--- config.mk ---
export PLATFORM = sky130hd
export DESIGN_NAME = cic_interpolator
export DESIGN_NICKNAME = d
export VERILOG_FILES = /design/src/rtl/cic_interpolator.sv
export SDC_FILE = /design/constraint.sdc
export NUM_CORES = 1
export LEC_CHECK = 0
export ABC_AREA = 1
export CAP_MARGIN = 40
export CORE_ASPECT_RATIO = 1.25
export CORE_MARGIN = 1.5
export CORE_UTILIZATION = 50
export CTS_CLUSTER_DIAMETER = 50
export DETAILED_ROUTE_END_ITERATION = 8
export PLACE_DENSITY_LB_ADDON = 0.12
export REMOVE_ABC_BUFFERS = 1
export SLEW_MARGIN = 40
export SYNTH_ARGS = -nofsm -noshare
export SYNTH_HDL_FRONTEND = slang
export SYNTH_SLANG_ARGS = --single-unit
--- constraint.sdc ---
create_clock -name clk -period 3.2 [get_ports clk]
set_clock_uncertainty 0.1 [all_clocks]
set_input_delay 0.96 -clock clk [delete_from_list [all_inputs] [get_ports clk]]
set_output_delay 0.96 -clock clk [all_outputs]
set_load 0.005 [all_outputs]
--- src/rtl/cic_interpolator.sv ---
// Cascaded integrator-comb interpolator: low-rate comb chain, zero-stuff by R, full-rate integrators.
// Optional output clamping: define CIC_INTERPOLATOR_SATURATE_EN (default wraps by MSB truncation).
module cic_interpolator #(
  parameter int unsigned R         = 2,
  parameter int unsigned N         = 1,
  parameter int unsigned M         = 2,
  parameter int unsigned X_WIDTH   = 12,
  parameter int unsigned Y_WIDTH   = X_WIDTH,
  parameter int unsigned PRECISION = X_WIDTH + M * $clog2(R * N)
) (
  input  logic                       clk,
  input  logic                       rst_n,
  input  logic                       enabled,
  input  logic signed [X_WIDTH-1:0]  x,
  output logic                       x_req,
  output logic signed [Y_WIDTH-1:0]  y,
  output logic                       y_valid
);

  localparam int unsigned GAIN_SHIFT = M * $clog2(R * N) - $clog2(R);
  localparam int unsigned PW         = (R > 1) ? $clog2(R) : 1;
  localparam int unsigned VW         = (Y_WIDTH > PRECISION) ? Y_WIDTH : PRECISION;
  localparam logic [PW-1:0] PHASE_LAST = PW'(R - 1);

  logic [PW-1:0]               phase_q;
  logic                        phase_zero;
  logic signed [PRECISION-1:0] dly_q [M][N];
  logic signed [PRECISION-1:0] comb_in [M];
  logic signed [PRECISION-1:0] comb_out;
  logic signed [PRECISION-1:0] u_q;
  logic                        u_stb_q;
  logic signed [PRECISION-1:0] s_q [M];
  logic signed [PRECISION-1:0] shifted;
  logic signed [VW-1:0]        v;
  logic signed [Y_WIDTH-1:0]   y_d;

  assign phase_zero = (phase_q == '0);
  assign x_req      = enabled & phase_zero & rst_n;

  // Comb chain evaluated on the current input; stage k sees the output of stage k-1.
  always_comb begin
    logic signed [PRECISION-1:0] acc;
    acc = PRECISION'(x);
    for (int k = 0; k < M; k++) begin
      comb_in[k] = acc;
      acc        = acc - dly_q[k][N-1];
    end
    comb_out = acc;
  end

  always_comb begin
    shifted = s_q[M-1] >>> GAIN_SHIFT;
    v       = VW'(shifted);
`ifdef CIC_INTERPOLATOR_SATURATE_EN
    begin
      logic signed [VW-1:0] y_max;
      logic signed [VW-1:0] y_min;
      y_max = {{(VW - Y_WIDTH + 1){1'b0}}, {(Y_WIDTH - 1){1'b1}}};
      y_min = ~y_max;
      if (v > y_max)      y_d = y_max[Y_WIDTH-1:0];
      else if (v < y_min) y_d = y_min[Y_WIDTH-1:0];
      else                y_d = v[Y_WIDTH-1:0];
    end
`else
    y_d = v[Y_WIDTH-1:0];
`endif
  end

  if (VW > Y_WIDTH) begin : g_unused
    logic unused_hi;
    assign unused_hi = ^v[VW-1:Y_WIDTH];
  end

  always_ff @(posedge clk or negedge rst_n) begin
    if (!rst_n) begin
      phase_q <= '0;
      u_q     <= '0;
      u_stb_q <= 1'b0;
      y       <= '0;
      y_valid <= 1'b0;
      for (int k = 0; k < M; k++) begin
        s_q[k] <= '0;
        for (int j = 0; j < N; j++) dly_q[k][j] <= '0;
      end
    end else begin
      y_valid <= enabled;
      if (enabled) begin
        phase_q <= (phase_q == PHASE_LAST) ? '0 : phase_q + 1'b1;
        u_stb_q <= phase_zero;
        if (phase_zero) begin
          u_q <= comb_out;
          for (int k = 0; k < M; k++) begin
            dly_q[k][0] <= comb_in[k];
            for (int j = 1; j < N; j++) dly_q[k][j] <= dly_q[k][j-1];
          end
        end
        // Zero-stuffing: only the cycle after a sample feeds a non-zero value.
        s_q[0] <= s_q[0] + (u_stb_q ? u_q : '0);
        for (int k = 1; k < M; k++) s_q[k] <= s_q[k] + s_q[k-1];
        y <= y_d;
      end
    end
  end

endmodule

==> run_results.csv, run 1 <==
group,metric,value,unit
global_route,antenna_found_initial,0,
yosys,synth_compound_area_frac,0.132,
detailed_routing,wl_per_cell,13.6,um
power,power_density,1110,nW/um^2
sta,finalCritPeriodShare,0.980,
layout,layout-drive-gt1-share,0.207,
layout,syn2layout_area_growth,30.1,%
detailed_routing,drt-pass1-iter-count,4,
detailed_routing,ant_nets,0,
die,coreArea,10000,sq um
yosys,synth_ff_type,"dfrtp_1",
sta,slew-limit-headroom,0.519,
global_route,grt_max_degree,79,
sta,fmax,319,MHz
cts,insertion_delay,340,ps
sta,fin_crit,3130,ps
worst_setup_path,crit_required,3320,ps
worst_setup_path,endpoint_kind,"flop",
yosys,ys_top_cells_by_area,"dfrtp_1 (38%), nand2_1 (16%), ha_1 (12%)",
sta,finalMaxSlewViolations,0,
power,p_sw,3.07,mW
worst_setup_path,cp_max_fo,4,
die,initial_core_util,0.511,
yosys,synth_fa_ha_area_frac,0.133,
detailed_routing,dr.first_iter.drc_count,117,
yosys,synth_top_cell_by_area,"dfrtp_1",
global_route,grt_pass1_vias,4596,
power,pwr-share-seq,0.227,
cts,numCtsBuffers,9,
die,dieHeight,116,um
yosys,synth.distinct_cells,29,
sta,finalHoldViolCount,0,
global_route,grt_pass1_wl,20000,um
cts,clock-sinks,78,
detailed_routing,drc,0,
yosys,synth_top_family_by_area,"simple AND/OR/NAND/NOR gates",
layout,nets,812,
power,ir_drop,0.000465,V
placement,postPlaceCellArea,5860,sq um
yosys,synth_warnings,0,
yosys,netlist_top_cells_count,"nand2_1 (215), dfrtp_1 (78), inv_1 (66)",
yosys,ys_seq_area_frac,0.382,
sta,rsz0062_at_grt,"yes",
power,netSwitchingFraction,0.418,
power,totalPowerFinal,7.35,mW
yosys,synthArstFlopShare,1.00,
power,internal-power,4.28,mW
sta,tightest_slew,722,ps
layout,final_area,6650,sq um
cts,hold_buffers,0,
sta,finalSetupViolations,0,
worst_setup_path,arrival,3250,ps
yosys,synth_simple_gate_area_frac,0.235,
layout,antenna_cells,0,
run,drv_cap,0,
die,pin_count,29,
placement,gp_congestion,0.916,
yosys,yosys_register_bits,78,
worst_setup_path,crit_type,"in2reg",
die,die_x,93.4,um
yosys,synthesis.area,5110,sq um
yosys,synth_area_per_cell,7.73,sq um
cts,htree_levels,3,
placement,io_buffers,28,
detailed_routing,num_vias,4590,
power,power.leakage,3.31,nW
yosys,synth_edf_count,0,
cts,cts_tree,"done",
yosys,synth_xor_area_frac,0.0565,
die,dieArea,10800,sq um
status,status,"finished, final reports clean",
detailed_routing,viasPerCell,5.23,
cts,clk_pin_slew,60,ps
yosys,synth_top_area_frac,0.382,
yosys,syn-instance-count,661,
cts,ctsLongestPathBuffers,2,
detailed_routing,routed_wl,12000,um
power,combPwrFrac,0.634,
yosys,synthMuxAreaShare,0,
hold_path,hp-class,"reg2reg",
worst_setup_path,start_kind,"input port",
power,p_clk_frac,0.139,
global_route,grtUsageTotal,0.233,
yosys,synth_most_common_cell,"nand2_1",
sta,timing.setup.tns,0,ps
layout,final_util,0.665,
die,rows,41,
placement,hpwl,7930,um
cts,cts_root_buf,"clkbuf_16",
global_route,grt-ovfl-total,0,
==> final timing paths <==
path                                start        to  slack (ps)  depth (start not counted)
worst max register to register  dly_q[14]   u_q[11]         360                         15
max in group asynchronous           rst_n  dly_q[1]        1830                          2
min in group asynchronous           rst_n      y[0]         680                          2
worst min-delay path                 y[9]      y[9]         370                          2
worst min register to register       y[9]      y[9]         370                          2
worst max-delay path                 x[0]   u_q[11]          70                         17
==> cell usage in the layout (no fill, tap or decap), drive strengths merged <==
cell type	count
a211oi	3
a21boi	4
a21oi	39
a31oi	1
buf	64
bufinv	1
clkbuf	12
clkdlybuf4s50	15
clkinv	2
clkinvlp	1
dfrtp	78
dlygate4sd2	8
dlymetal6s2s	2
fa	4
ha	48
inv	66
nand2	218
nand3	33
nand3b	7
nand4	2
nor2	30
nor3	3
o2111ai	2
o21a	2
o21ai	69
or2	2
xnor2	20
xor2	13
==> per-layer routing <==
metal,part of all wire,up-vias,track usage,wire length [um]
met1,0.40,2143,0.252,4830
li1,-,2316,-,-
met3,0.027,35,0.0381,321
met2,0.54,96,0.433,6420
met5,0,-,0,0
met4,0.032,0,0.119,384
==> stage by stage <==
step                      worst slack (ps)  hold slack [ps]  std cells
after global placement                -738              352        850
after detailed placement              -833              361        850
after global routing                 -53.9              389        878
after floorplan                      -1770              342        644
after CTS                            -85.1              376        870
final                                 65.3              369        878
==> registers in the layout, indices dropped and copies added, names as in the netlist <==
signal	count
y_valid	1
u_q	13
s_q	26
dly_q	25
phase_q	1
y	12
==> power by group through the flow <==
stage	Clock (mW)	Sequential [mW]	Combinational (mW)
6_report	1.02	1.67	4.66
5_1_grt	1.09	1.72	5.20
4_1_cts	1.04	1.66	4.05
3_5_place_dp	0	1.68	3.85
3_3_place_gp	0	1.66	3.70
2_1_floorplan	0	1.62	2.61
==> worst max-delay path, cell delays in order <==
cell and delay [ps]:
buf_6 70, inv_2 40, ha_4 150, fa_2 330
nand3b_1 170, nand2_2 130, a21oi_2 80, nor2_1 120
nor2_2 60, xnor2_2 150, ha_4 310, buf_4 110
nand2_1 80, o21a_1 210, nand3_1 100, xnor2_1 120
o21ai_1 70
==> final cells by class <==
type / instances / area [sq um]
Clock buffer: 11 / 243
Clock inverter: 4 / 47.5
Fill cell: 804 / 3350
Inverter: 66 / 248
Multi-Input combinational cell: 500 / 3250
Sequential cell: 78 / 1950
Tap cell: 129 / 161
Timing Repair Buffer: 90 / 746
==> cell families (layout without fill, tap and decap cells) <==
| family | Yosys count | after routing |
|---|---|---|
| flops | 78 | 78 |
| simple gates | 295 | 295 |
| compound gates | 120 | 120 |
| buf+inv | 83 | 171 |
| xor+xnor | 33 | 33 |
| fa+ha+maj | 52 | 52 |
==> timing repair <==
| action | in CTS | in global routing |
|---|---|---|
| setup endpoints to repair | 10 | 8 |
| setup buffers | 5 | 8 |
| endpoints found under the hold margin | 0 | 0 |
| pin swaps | 22 | 40 |
| resized for setup | 38 | 53 |
(Power assumes the default switching activity.)
==> run 2, diff against run 1 <==
- ABC_AREA: 1 -> 0
- CAP_MARGIN: 40 -> default
==> run 2 against run 1 <==
The flow now finishes with violations (negative setup slack). Highest routed layer unchanged. Setup slack worse by 500 ps. Count of clock-buffer cells in the layout up 2. Routed wire length down 14%. Flip-flop and latch count unchanged. Critical path depth grew 1. Die area decreased by 0.80%. Utilization increased by 1.1 points.
==> run_results.csv, run 2 <==
group,metric,value,unit
layout,layout-drive-gt1-share,0.281,
layout,final_common_cell,"dfrtp_1",
worst_setup_path,endpoint_kind,"flop",
yosys,synth_area_per_cell,9.82,sq um
layout,largest_register_ffs,26,
cts,cts_root_buf,"clkbuf_16",
global_route,grt_pass1_wl,18000,um
cts,htree_levels,3,
placement,io_buffers,28,
hold_path,hp-class,"reg2reg",
yosys,synth_top_cell_by_area,"dfrtp_1",
sta,layout_setup_ws,-434,ps
sta,slew-limit-headroom,0.585,
layout,antenna_cells,0,
worst_setup_path,setup.worst_path.start,"x[0]",
detailed_routing,wl_per_cell,14.0,um
sta,rsz0062_at_grt,"yes",
cts,clock-sinks,78,
layout,fillers,735,
placement,placed_cells,705,
worst_setup_path,arrival,3750,ps
yosys,synth_top_area_frac,0.385,
detailed_routing,viasPerCell,5.29,
layout,largest-register,"s_q",
detailed_routing,ant_nets,0,
yosys,netlist_top_cells_count,"dfrtp_1 (78), nand2_1 (51), ha_1 (48)",
worst_setup_path,cpPeakStageDelay,320,ps
sta,tightest_slew,622,ps
sta,fmax,275,MHz
detailed_routing,dr.first_iter.drc_count,64,
sta,finalMaxSlewViolations,0,
global_route,grt_pass1_vias,4111,
worst_setup_path,crit_buf_inv,3,
sta,finalHoldViolCount,0,
worst_setup_path,cp_cell_sequence,"buf_6, inv_4, ha_4, fa_2, nor2b_2, o31a_1, buf_6, o41ai_4, o21bai_1, a21oi_2, xnor2_1, ha_1, nand2_1, nor2_2, a221o_1, a21oi_2, xor2_1, o21ai_1",
global_route,use_met3,0.0453,
yosys,ys_seq_area_frac,0.385,
detailed_routing,drc,0,
worst_setup_path,r2r_start,"dly_q[15]",
die,pin_count,29,
layout,reg_top3,"s_q (26), dly_q (25), u_q (13)",
die,die_x,93.1,um
yosys,synth_ff_type,"dfrtp_1",
detailed_routing,drt-pass1-iter-count,4,
placement,gp_congestion,0.867,
detailed_routing,routed_wl,10300,um
hold_path,worstHoldStart,"u_q[3]",
worst_setup_path,start_kind,"input port",
global_route,busiest_layer,"met2",
status,status,"complete, but fails checks",
worst_setup_path,crit_path_top_delay_cell,"ha_1",
die,dieArea,10800,sq um
layout,syn2layout_area_growth,30.1,%
global_route,met1_usage,0.227,
worst_setup_path,crit_family,"compound AO/OA/AOI/OAI gates",
layout,final_cells,738,
cts,clk_pin_slew,60,ps
yosys,synth_edf_count,0,
yosys,synthesis.area,5070,sq um
yosys,yosys_register_bits,78,
cts,insertion_delay,330,ps
global_route,grtUsageTotal,0.209,
run,drv_cap,0,
global_route,grt_max_degree,49,
cts,numCtsBuffers,9,
cts,ctsLongestPathBuffers,2,
yosys,syn-instance-count,516,
worst_setup_path,crit_type,"in2reg",
sta,fin_crit,3630,ps
layout,nets,674,
global_route,antenna_found_initial,0,
sta,finalSetupViolations,6,
yosys,synth_warnings,0,
die,dieHeight,116,um
placement,hpwl,6950,um
status,violations,"negative setup slack",
worst_setup_path,cp_max_fo,4,
global_route,grt-ovfl-total,0,
yosys,ys_top_cells_by_area,"dfrtp_1 (39%), ha_1 (12%), mux2_2 (7.3%)",
die,rows,40,
die,coreArea,9760,sq um
die,initial_core_util,0.519,
cts,hold_buffers,0,
yosys,synthArstFlopShare,1.00,
yosys,synth_most_common_cell,"dfrtp_1",
yosys,synth.distinct_cells,50,
cts,cts_tree,"done",
global_route,use_met2,0.391,
layout,mostFrequentLayoutCells,"dfrtp_1 (78), buf_4 (60), nand2_1 (51)",
worst_setup_path,crit_required,3320,ps
worst_setup_path,ff2ff_setup_slack,-120,ps
detailed_routing,num_vias,3906,
sta,finalCritPeriodShare,1.14,
[run 2: changes by cell type in the layout (fill, tap and decap cells not counted), sizes merged, moves of 12 or more]
cell,previous run,this run
nand3,33,6
inv,66,38
and2,0,13
mux2,0,34
o21ai,69,44
nor2,30,15
a21o,0,17
nand2b,0,12
nand2,218,51
[run 2: logic make-up (layout without fill, tap and decap cells)]
group,after synthesis,in the layout,share of synthesized area
compound gates,130,130,0.167
simple gates,128,128,0.123
flops,78,78,0.385
fa+ha+maj,52,52,0.134
buf+inv,52,148,0.0407
xor+xnor,40,40,0.0691
mux,36,36,0.0802
[run 2: final cells by class]
type / instances / area (sq um) / area share
multi-input combinational: 386 / 3210 / 0.487
sequential: 78 / 1950 / 0.296
timing repair buffer: 94 / 796 / 0.121
clock buffer: 13 / 270 / 0.0410
tap: 126 / 158 / 0.0239
inverter: 38 / 145 / 0.0220
clock inverter: 3 / 65.1 / 0.00987
[run 2: path summary, 6_finish.rpt]
| path | endpoint | cells past startpoint |
|---|---|---|
| max | u_q[11] | 18 |
| min | u_q[3] | 2 |
| max reg2reg | u_q[12] | 17 |
| min reg2reg | u_q[3] | 2 |
| max in group asynchronous | dly_q[4] | 3 |
| min in group asynchronous | y[1] | 2 |
[run 2: worst register-to-register path: cells and delay by family, from the launching register on]
kind            cells  cell delay (ps)
xor+xnor            3              460
buf+inv             2              240
simple gates        2              230
flops               1              370
compound gates      8             1320
fa+ha+maj           2              480
[run 2: metrics by stage]
stage	hold WS (ps)	setup TNS (ps)	cell area (sq um)	util	setup slack [ps]
2_1_floorplan	331	-2110	5000	-	-543
3_3_place_gp	341	-8440	5810	0.595	-1210
3_5_place_dp	349	-9420	5810	0.595	-1320
4_1_cts	362	-1880	6400	0.656	-498
5_1_grt	383	-2680	6590	0.676	-592
6_report	355	-1660	6590	0.676	-434
[run 2: metal layers]
metal	wire, um	vias up
li1	-	1985
met1	4370	1855
met2	5530	47
met3	218	19
met4	213	0
met5	0	-
[run 2: repair_timing]
action,CTS,global route
endpoints found under the setup margin,9,8
pin swaps,40,37
cloned,0,0
gates resized for setup,52,34
setup buffers,11,6
Power of run 2 is not shown: default switching activity piles up to over one toggle a cycle in this logic, so the estimate is an artifact.
